`src/rtl/rsa_modmul.sv`:
```
// rsa_modmul: interleaved MSB-first shift-add modular multiplier.
// Produces p = (a * b) mod n, one multiplier bit per clock.
module rsa_modmul #(
  parameter int W = 16
) (
  input  logic         clk,
  input  logic         rst_n,
  input  logic         start,
  input  logic [W-1:0] a,
  input  logic [W-1:0] b,
  input  logic [W-1:0] n,
  output logic         busy,
  output logic         done,
  output logic [W-1:0] p,
  output logic         err
);

  localparam int CW = (W > 1) ? $clog2(W) : 1;

  typedef enum logic [1:0] {
    IDLE,
    CALC,
    DONE
  } state_t;

  state_t state_q;
  state_t state_d;

  logic [W-1:0]  a_reg;
  logic [W-1:0]  b_reg;
  logic [W-1:0]  n_reg;
  logic [W:0]    acc;
  logic [CW-1:0] cnt;
  logic          err_q;
  logic          accept;

  logic [W+1:0]  nx;
  logic [W+1:0]  ax;
  logic [W+1:0]  t_dbl;
  logic [W+1:0]  t_red;
  logic [W+1:0]  t_add;
  logic [W+1:0]  t_out;

  // The done cycle itself is not an acceptance window, so a start
  // overlapping the done pulse never launches a second operation.
  assign accept = (state_q == IDLE) && start && !done;

  assign busy = (state_q != IDLE);

  // State register.
  always_ff @(posedge clk or negedge rst_n) begin
    if (!rst_n) begin
      state_q <= IDLE;
    end else begin
      state_q <= state_d;
    end
  end

  // Next-state logic.
  always_comb begin
    state_d = state_q;
    unique case (state_q)
      IDLE: begin
        if (accept) begin
          state_d = CALC;
        end
      end
      CALC: begin
        if (cnt == '0) begin
          state_d = DONE;
        end
      end
      DONE: begin
        state_d = IDLE;
      end
      default: begin
        state_d = IDLE;
      end
    endcase
  end

  // One interleaved step: double, reduce, conditionally add A, reduce.
  always_comb begin
    nx    = {2'b00, n_reg};
    ax    = {2'b00, a_reg};
    t_dbl = {acc, 1'b0};
    t_red = (t_dbl >= nx) ? (t_dbl - nx) : t_dbl;
    t_add = b_reg[cnt] ? (t_red + ax) : t_red;
    t_out = (t_add >= nx) ? (t_add - nx) : t_add;
  end

  // Operand capture, iteration datapath and result registers.
  always_ff @(posedge clk or negedge rst_n) begin
    if (!rst_n) begin
      a_reg <= '0;
      b_reg <= '0;
      n_reg <= '0;
      acc   <= '0;
      cnt   <= '0;
      err_q <= 1'b0;
      done  <= 1'b0;
      p     <= '0;
      err   <= 1'b0;
    end else begin
      done <= 1'b0;
      unique case (state_q)
        IDLE: begin
          if (accept) begin
            a_reg <= a;
            b_reg <= b;
            n_reg <= n;
            acc   <= '0;
            cnt   <= CW'(W - 1);
            err_q <= (n == '0) || (a >= n);
          end
        end
        CALC: begin
          acc <= t_out[W:0];
          if (cnt != '0) begin
            cnt <= cnt - 1'b1;
          end
        end
        DONE: begin
          done <= 1'b1;
          p    <= err_q ? '0 : acc[W-1:0];
          err  <= err_q;
        end
        default: begin
          done <= 1'b0;
        end
      endcase
    end
  end

endmodule

```
`config.mk`:
```
export PLATFORM = sky130hd
export DESIGN_NAME = rsa_modmul
export DESIGN_NICKNAME = d
export VERILOG_FILES = /design/src/rtl/rsa_modmul.sv
export SDC_FILE = /design/constraint.sdc
export NUM_CORES = 1
export LEC_CHECK = 0
export CORE_ASPECT_RATIO = 1.5
export CORE_MARGIN = 5
export CORE_UTILIZATION = 58
export CTS_CLUSTER_DIAMETER = 120
export CTS_CLUSTER_SIZE = 14
export DETAILED_ROUTE_END_ITERATION = 6
export PLACE_DENSITY_LB_ADDON = 0.1
export SLEW_MARGIN = 20
export SYNTH_ARGS = -nofsm -noshare
export SYNTH_HDL_FRONTEND = slang
export SYNTH_SLANG_ARGS = --single-unit
export TNS_END_PERCENT = 20
```
`constraint.sdc`:
```
create_clock -name clk -period 7.1 [get_ports clk]
set_input_delay 1.065 -clock clk [delete_from_list [all_inputs] [get_ports clk]]
set_output_delay 1.065 -clock clk [all_outputs]
set_load 0.02 [all_outputs]
```
Word level (Yosys, flattened, before mapping)
Index checks and enable logic that the tools add are counted.
- add/subtract/negate cells: 4
- multiply operators: 0
- div/mod/pow operators: 0
- magnitude comparators: 4
- equality and inequality tests: 5
- shift-type cells: 0
- multiplexer cells: 15
- bitwise operators: 0
- reductions and logical operators: 14
- operator list (cell ; number):
    $ge 18x16->1 ; 2
    $mux 18 ; 2
    $mux 17 ; 2
    $pmux 17 s2 ; 1
    $add 18x16->18 ; 1
    $sub 18x16->18 ; 1
    $sub 17x16->17 ; 1
    $ge 16x16->1 ; 1
    $logic_not 16->1 ; 1
    $mux 16 ; 1
    $mux 4 ; 2
    $pmux 4 s2 ; 1
    $ne 2x2->1 const B ; 3
    $reduce_and 2->1 ; 3
    $lt 4x5->1 const B ; 1
    $bmux 1 s4 ; 1
    $logic_not 4->1 ; 1
    $mux 2 ; 2
    $pmux 2 s2 ; 1
    $reduce_bool 2->1 ; 2
    $reduce_bool 4->1 ; 1
    $sub 4x1->4 const B ; 1
    $reduce_and 3->1 ; 1
    $eq 2x1->1 const B ; 1
    6 further kinds ; 8
- register bits: 90
- latch bits: 0
- bits in writable memories: 0
- bits in read-only memories: 0
- bits of input ports: 51
- output and inout port bits: 19
- logic and storage cells: 52
- memories: 0

Logic depth before layout (Yosys ltp)
- depth after elaboration: 7
- gate-level depth with buffers: 31
- depth with buffers taken out: 27

Worst setup path before layout
No wires, ideal clock.
- kind: register to register
- from: register acc[8]
- to: register acc[11]
- setup time: 132 ps
- data arrival time: 6141 ps
- data required time: 6968 ps
- setup slack: 827 ps
- cell stages (with the launch flop): 31
- path buffers: 4
- clock period less this slack: 6273 ps
- path through: dfrtp_1 > ha_1 > clkbuf_1 > a21o_1 > a221o_1 > a21oi_2 > a31oi_4 > nor2_2 > buf_2 > nor2_1 > ha_1 > fa_1 > a21oi_1 > o211ai_1 > o311a_1 > nor3_1 > o21bai_1 > a21o_1 > xor2_1 > mux2_2 > ha_1 > nand3_1 > o21ai_0 > a21oi_1 > a31oi_1 > and4bb_1 > a22oi_2 > buf_6 > buf_8 > mux2i_1 > o21ai_1
- cells in the longest elaborated chain, start to end: 7
- elaborated cells on any way between the ends: 9
- classes of those cells: 3 x add/sub; 2 x order compare; 4 x mux
- ends and longest elaborated chain (what ; line ; text):
    start: declaration ; 32 ; logic [W:0] acc;
    start signal: assignment ; 118 ; acc <= t_out[W:0];
    $sub 18x16->18 / $ge 18x16->1 (equally long branches) ; 87 ; t_red = (t_dbl >= nx) ? (t_dbl - nx) : t_dbl;
    $mux 18 (*) ; 87 ;
    $add 18x16->18 ; 88 ; t_add = b_reg[cnt] ? (t_red + ax) : t_red;
    $mux 18 (*) ; 88 ;
    $sub 17x16->17 / $ge 18x16->1 (equally long branches) ; 89 ; t_out = (t_add >= nx) ? (t_add - nx) : t_add;
    $mux 17 (*) ; 89 ;
    $pmux 17 s2 (*) ; 106 ; unique case (state_q)
Every way passes the cells marked *; elsewhere a longest branch is shown, timed or not.
A chain may end at the register's enable or synchronous reset.

Worst setup path in the final report
- from: register n_reg[0]
- to: register acc[0]
- cells in the longest elaborated chain, start to end: 7
- elaborated cells on any way between the ends: 9
- classes of those cells: 3 x add/sub; 2 x order compare; 4 x mux
- ends and longest elaborated chain (what ; line ; text):
    start: declaration ; 31 ; logic [W-1:0] n_reg;
    start signal: assignment ; 111 ; n_reg <= n;
    $sub 18x16->18 / $ge 18x16->1 (equally long branches) ; 87 ;
    $mux 18 ; 87 ;
    $add 18x16->18 ; 88 ;
    $mux 18 ; 88 ;
    $sub 17x16->17 / $ge 18x16->1 (equally long branches) ; 89 ;
    $mux 17 (*) ; 89 ;
    $pmux 17 s2 (*) ; 106 ;
Marks and branches as above.

==> run summary <==
The top cell type by area accounts for 32.8% of the synthesized area. The total length of routed wires is 18,300 microns. The proportion of layout cells with a drive suffix above 1 is 7.42%. The horizontal die dimension is 98.9 microns. From synthesis to final layout, the design area changed by 16.6%. The total vias in the final route came out at 6,123.

The clock reaches the later pin of the worst-skew pair after 0.34 ns. The final cycle utilization of the critical path is 94.8%. The post-layout net count came out at 991.

The critical path depth in cells is 27. The combinational family with the most area after synthesis is simple AND/OR/NAND/NOR gates. The final number of max-transition violations came out at 0.

Of the post-synthesis cell area, the part taken by muxes is 7.01%. The category of the worst setup path capture point is a flip-flop. The combined buffer and inverter count along the critical path is 2. The floorplan step defined a die boundary enclosing 14,200 sq um. The achievable clock frequency came out at 149 MHz. The number of antenna diodes in the final layout is 0.

For the worst setup path, the data required time is 7.38 ns. The most common flop cell mapped by yosys is dfrtp_1. After the first detailed-routing iteration, the DRC count stood at 339. The maximum buffer depth of the clock tree came out at 2.

The average footprint of a synthesized cell is 8.43 sq um. The synthesized design spends more area on one cell type than any other, namely dfrtp_1. The critical path's top delay family is compound AO/OA/AOI/OAI gates. The chip height came out at 143 microns. The region available for standard cell placement spans 11,600 sq um. Of the total synthesized cell area, the portion taken by AND, OR, NAND and NOR gates is 20.0%. The worst setup skew after layout came out at 0.0131 ns.

The overflow left after global routing came out at 0. The number of filler instances in the final layout came out at 923. The initial antenna violation count is 0.

The wire length of the first global-routing pass came out at 29,900 microns. The synthesized cell area came out at 6870 sq um. Setup violations remaining at the end of the flow were counted as 0. STA classifies the critical path startpoint as a flip-flop.

The run finished with clean final reports. The number of I/O pins is 70. The via density per instance came out at 5.97. At the worst endpoint, the arrival time is 7.01 ns.

Gates resized during post-CTS repair numbered 0. The number of DRC violations after detailed routing is 0. The register with the most flip-flops in the layout has 17 of them. The number of buffers added by the clock tree synthesis step is 9. The number of rows created at floorplan came out at 48. The post-synthesis instance total is 815. In this run the top signal layer used is met4. The post-synthesis share of cell area spent on xor and xnor gates is 4.33%. The number of nets handed over by synthesis was 934. Summed over all failing endpoints, the final setup total negative slack is 0 ns. The sink count of the clock tree is 90.

The synthesized netlist devotes 12.7% of its cell area to adder and majority cells. Routability-driven placement finished with a final weighted congestion of 0.933. The max-cap check violation count came out at 0. The critical path class is reg2reg. The pin count of the biggest net entering global routing is 65. The proportion of synthesized flip-flops having asynchronous set or reset is 100%. The number of warnings printed during yosys synthesis came out at 0. Global routing used 26.5% of the available tracks across all layers. The path class of the tightest hold or removal check is reg2reg.

The H-tree generated during clock tree synthesis spans 3 levels. The average wire per standard cell is 17.8 microns. Before antenna repair, the detailed router went through 5 iterations. The storage element area came out at 2250 sq um.

The routed design uses 793 microns of met3 wire. More flip-flops sit in one register than any other, and that register is acc. The compound-cell area share of the yosys netlist came out at 18.5%. The measured slew at the worst slew-check pin came out at 1.03 ns. The worst-case headroom to the max-slew limit came out at 31.2%. Summing all multi-input logic gate instances after layout gives 4340 sq um. Once the floorplan was initialized, standard cells occupied 59.3% of the core. In this run, synthesis produced a sequential element count of 90. Once detail routing completed, the nets flagged for antenna violations numbered 0. Detailed placement finished with a half-perimeter wire length of 14,500 microns. The final hold violation count was 0. The path depth of the worst reg2reg path is 27. Yosys attributes the largest share of cell area to dfrtp_1, ha_1, nand2_1, o21ai_0, xnor2_1. The count of buffers added by post-CTS timing repair for setup is 0. The number of flops mapped to enable cells by yosys came out at 0. The met2 wire length is 9380 microns. The buffer cell driving the clock tree root is clkbuf_16. The via count of the first global-routing pass is 6,146. The total of hold buffers inserted after clock tree synthesis is 0.

The portion of the post-synthesis area used by sequential elements is 32.8%. The clock-pin slew reported for the worst setup and hold paths after clock tree synthesis is 0.07 ns. The maximum net fanout on the critical path came out at 8.

The routed design could run at a clock period as short as 6.73 ns. The number of cells on the worst hold path is 2. The routed metal-1 wire length came out at 7560 microns. Among all stages on the critical path, the largest delay is contributed by fa_1. The number of distinct library cell variants in the gate-level netlist after synthesis came out at 61. The quantity of I/O buffers inserted on ports is 69. The clock tree from TritonCTS is built.

The worst stage delay on the critical path is 0.51 ns.
[synth_stat cells (6+ instances only)]
library cell  number
ha_1              65
nand2b_1          21
o21ai_1           23
nor2_1            34
o21ai_0           61
dfrtp_1           90
xor2_1            12
and3_1             8
o21bai_1           6
o211ai_1           7
inv_1             47
a211oi_1           7
mux2i_1           17
mux2_2            13
xnor2_1           22
nor4_1            11
a31oi_1            6
nand2_1          165
a21oi_1           34
a21o_1            21
clkbuf_1          26
nor2b_1           10
nand3_1           27
o21a_1            10
[worst reg2reg max path, stage by stage, from the launching register on]
cell and delay [ns]:
dfrtp_1 0.39, inv_1 0.11, fa_1 0.51, a211oi_2 0.30, o21ai_1 0.18, nand3_1 0.20, a31oi_4 0.15, nor2_4 0.16
mux2_2 0.41, fa_1 0.46, a21oi_2 0.20, o211ai_1 0.15, o311a_1 0.37, nor3_2 0.22, o21bai_1 0.09, a21o_1 0.19
xor2_1 0.13, mux2_2 0.28, ha_1 0.34, nand3_1 0.13, o21ai_0 0.19, a21oi_1 0.12, a31oi_2 0.28, and4bb_1 0.23
a22oi_2 0.27, buf_6 0.20, mux2_4 0.32, o21ai_2 0.10
[stage by stage]
| step | area (sq um) | hold slack [ns] | std cells | worst slack, ns | utilization, % |
|---|---|---|---|---|---|
| after floorplan | 6870 | 0.440 | 815 | 0.827 | - |
| after global placement | 7670 | 0.452 | 1011 | 0.419 | 66.2 |
| after detailed placement | 7670 | 0.459 | 1011 | 0.203 | 66.2 |
| after CTS | 7960 | 0.475 | 1026 | 0.162 | 68.7 |
| after global routing | 8010 | 0.502 | 1026 | -0.0197 | 69.1 |
| final | 8010 | 0.474 | 1026 | 0.366 | 69.1 |
[path summary, 6_finish.rpt]
kind / slack (ns) / from / endpoint
min reg2reg: 0.47 / b_reg[10] / b_reg[10]
min in group asynchronous: 0.70 / rst_n / p[2]
min: 0.47 / b_reg[10] / b_reg[10]
max reg2reg: 0.37 / n_reg[0] / acc[0]
max: 0.37 / n_reg[0] / acc[0]
max in group asynchronous: 5.32 / rst_n / a_reg[5]
[cell usage in the layout (no fill, tap or decap), drive strengths merged, types with 22 or more instances in the layout]
cell type      instances
o21ai                 86
nor2                  35
clkdlybuf4s50         68
inv                   48
nand3                 27
dfrtp                 90
nand2                165
xnor2                 22
ha                    65
a21oi                 35
[final cells by class]
| type | count | area share (%) |
|---|---|---|
| Inverter | 47 | 2.20 |
| Clock buffer | 9 | 2.81 |
| Clock inverter | 6 | 0.828 |
| Timing Repair Buffer | 78 | 9.48 |
| Tap cell | 150 | 2.34 |
| Sequential cell | 90 | 28.1 |
| Multi-Input combinational cell | 646 | 54.2 |
[cells by family after synthesis]
logic type	after synthesis
xor+xnor	34
compound gates	203
fa+ha+maj	68
buf+inv	79
mux	39
simple gates	302
flops	90
[routing by layer]
layer	track usage, %	up-vias
met5	0	-
met4	9.71	0
met3	3.21	43
met2	47.8	199
met1	32.3	2904
li1	-	2977
Power is left out: the tool's default activity adds up to more than one toggle a clock period on the data nets, which glitch-free logic cannot reach.
==> edit: new RTL, same flow settings <==
Put one more register stage on the output `p`, with the module's reset. The value now appears one clock later. The other outputs are not delayed to match.
--- a/src/rtl/rsa_modmul.sv
+++ b/src/rtl/rsa_modmul.sv
@@ -24,2 +24,4 @@
   } state_t;
+
+  logic [W-1:0] p_s0;
 
@@ -101,3 +103,3 @@
       done  <= 1'b0;
-      p     <= '0;
+      p_s0  <= '0;
       err   <= 1'b0;
@@ -124,3 +126,3 @@
           done <= 1'b1;
-          p    <= err_q ? '0 : acc[W-1:0];
+          p_s0 <= err_q ? '0 : acc[W-1:0];
           err  <= err_q;
@@ -134,2 +136,10 @@
 
+  always_ff @(posedge clk or negedge rst_n) begin
+    if (!rst_n) begin
+      p <= '0;
+    end else begin
+      p <= p_s0;
+    end
+  end
+
 endmodule
Formal check against the unedited RTL: same outputs for any inputs over 10 cycles, from zero or initial values and one cycle with rst_n low; that may be too few to reach the edited logic, so the function may still have changed.
==> edit against the unedited design <==
- sequential share of layout area is 1.9 points higher
- cell count is 7.8% higher
- highest routed layer unchanged
- worst setup slack worse by 0.068 ns
- critical endpoint is now acc[7]$_DFFE_PN0P_
- critical path type unchanged
- design area is 10% higher
- area after synthesis is 9.0% higher
- wire length is 14% higher
- core utilization is 0.25 points lower
- sequential cell count is 16 higher
Power is not shown: default switching activity piles up to over one toggle a cycle in this logic, so the estimate is an artifact.
==> edit: results (changes against the unedited design) <==
| Metric | Value |
|---|---|
| Outcome | finished, final reports clean |
| Fin Clk Skew | 0.00784 ns (-0.00531 ns) |
| Footprint of the multi-input gates | 0.00462 mm2 (+6.3%) |
| First-pass GRT wire length | 33400 um (+12%) |
| Total Wirelength | 20800 um (+14%) |
| Adder-cell share of the synthesized area | 11.7% (-1.0 points) |
| Drt wl/cell | 18.8 um (+5.3%) |
| Post-synthesis mux area share | 3.69% (-3.3 points) |
| Dpl ws | -0.0453 ns (-0.249 ns) |
| Post-DP HPWL | 16400 um (+13%) |
| Unique masters post-synth | 70 (+15%) |
| Post-CTS sizing | 1 (+1) |
| GR Util met2 | 51.6% (+3.8 points) |
| GRT Resource Usage Total | 28.1% (+1.6 points) |
| Fraction of layout cells with a size suffix above 1 | 10.1% (+2.7 points) |
| Top cells by area, synth | dfrtp_1, ha_1, nand2_1, o21ai_0, a21oi_1 |
| Met1 usage | 31.2% (-1.0 points) |
| Synth Area in XOR/XNOR | 4.33% (-0.0068 points) |
| Cells after synthesis | 875 (+7.4%) |
| Worst-Margin Slew | 0.692 ns (-0.340 ns) |
| Fillers | 1024 (+11%) |
| NumNets Final | 1061 (+7.1%) |
| Post-Route M1 WL | 7930 um (+4.9%) |
| DR vias/cell | 6.07 (+1.7%) |
| Met2 WL | 11000 um (+17%) |
| Slowest-stage cell, CP | or4_1 |
| Commonest cells post-synth | nand2_1, dfrtp_1, ha_1, o21ai_0, inv_1 |
| Compound-Gate Fraction of Synth Area | 19.9% (+1.4 points) |
| Vias in the first global route | 6879 (+12%) |
| Placed cell area | 0.00838 mm2 (+9.2%) |
| Starting DRT DRC Count | 354 (+4.4%) |
| WL met3 | 979 um (+23%) |
-- edit: worst paths after layout --
path	slack (ns)	startpoint	depth (start not counted)	to
worst max-delay path	0.30	acc[4]$_DFFE_PN0P_	26	acc[7]$_DFFE_PN0P_
worst min-delay path	0.38	p_s0[0]$_DFFE_PN0P_	0	p[0]$_DFF_PN0_
worst max register to register	0.30	acc[4]$_DFFE_PN0P_	26	acc[7]$_DFFE_PN0P_
worst min register to register	0.38	p_s0[0]$_DFFE_PN0P_	0	p[0]$_DFF_PN0_
max in group asynchronous	5.22	rst_n	2	a_reg[15]$_DFFE_PN0P_
min in group asynchronous	0.73	rst_n	1	p_s0[0]$_DFFE_PN0P_
-- edit: layout make-up --
cell class / instances / area share (%)
well taps: 159 / 2.25
multi-input cells: 686 / 52.3
flip-flops and latches: 106 / 30.0
clock inverters: 7 / 1.23
repair buffers: 90 / 9.58
inverters: 49 / 2.08
clock buffers: 9 / 2.55
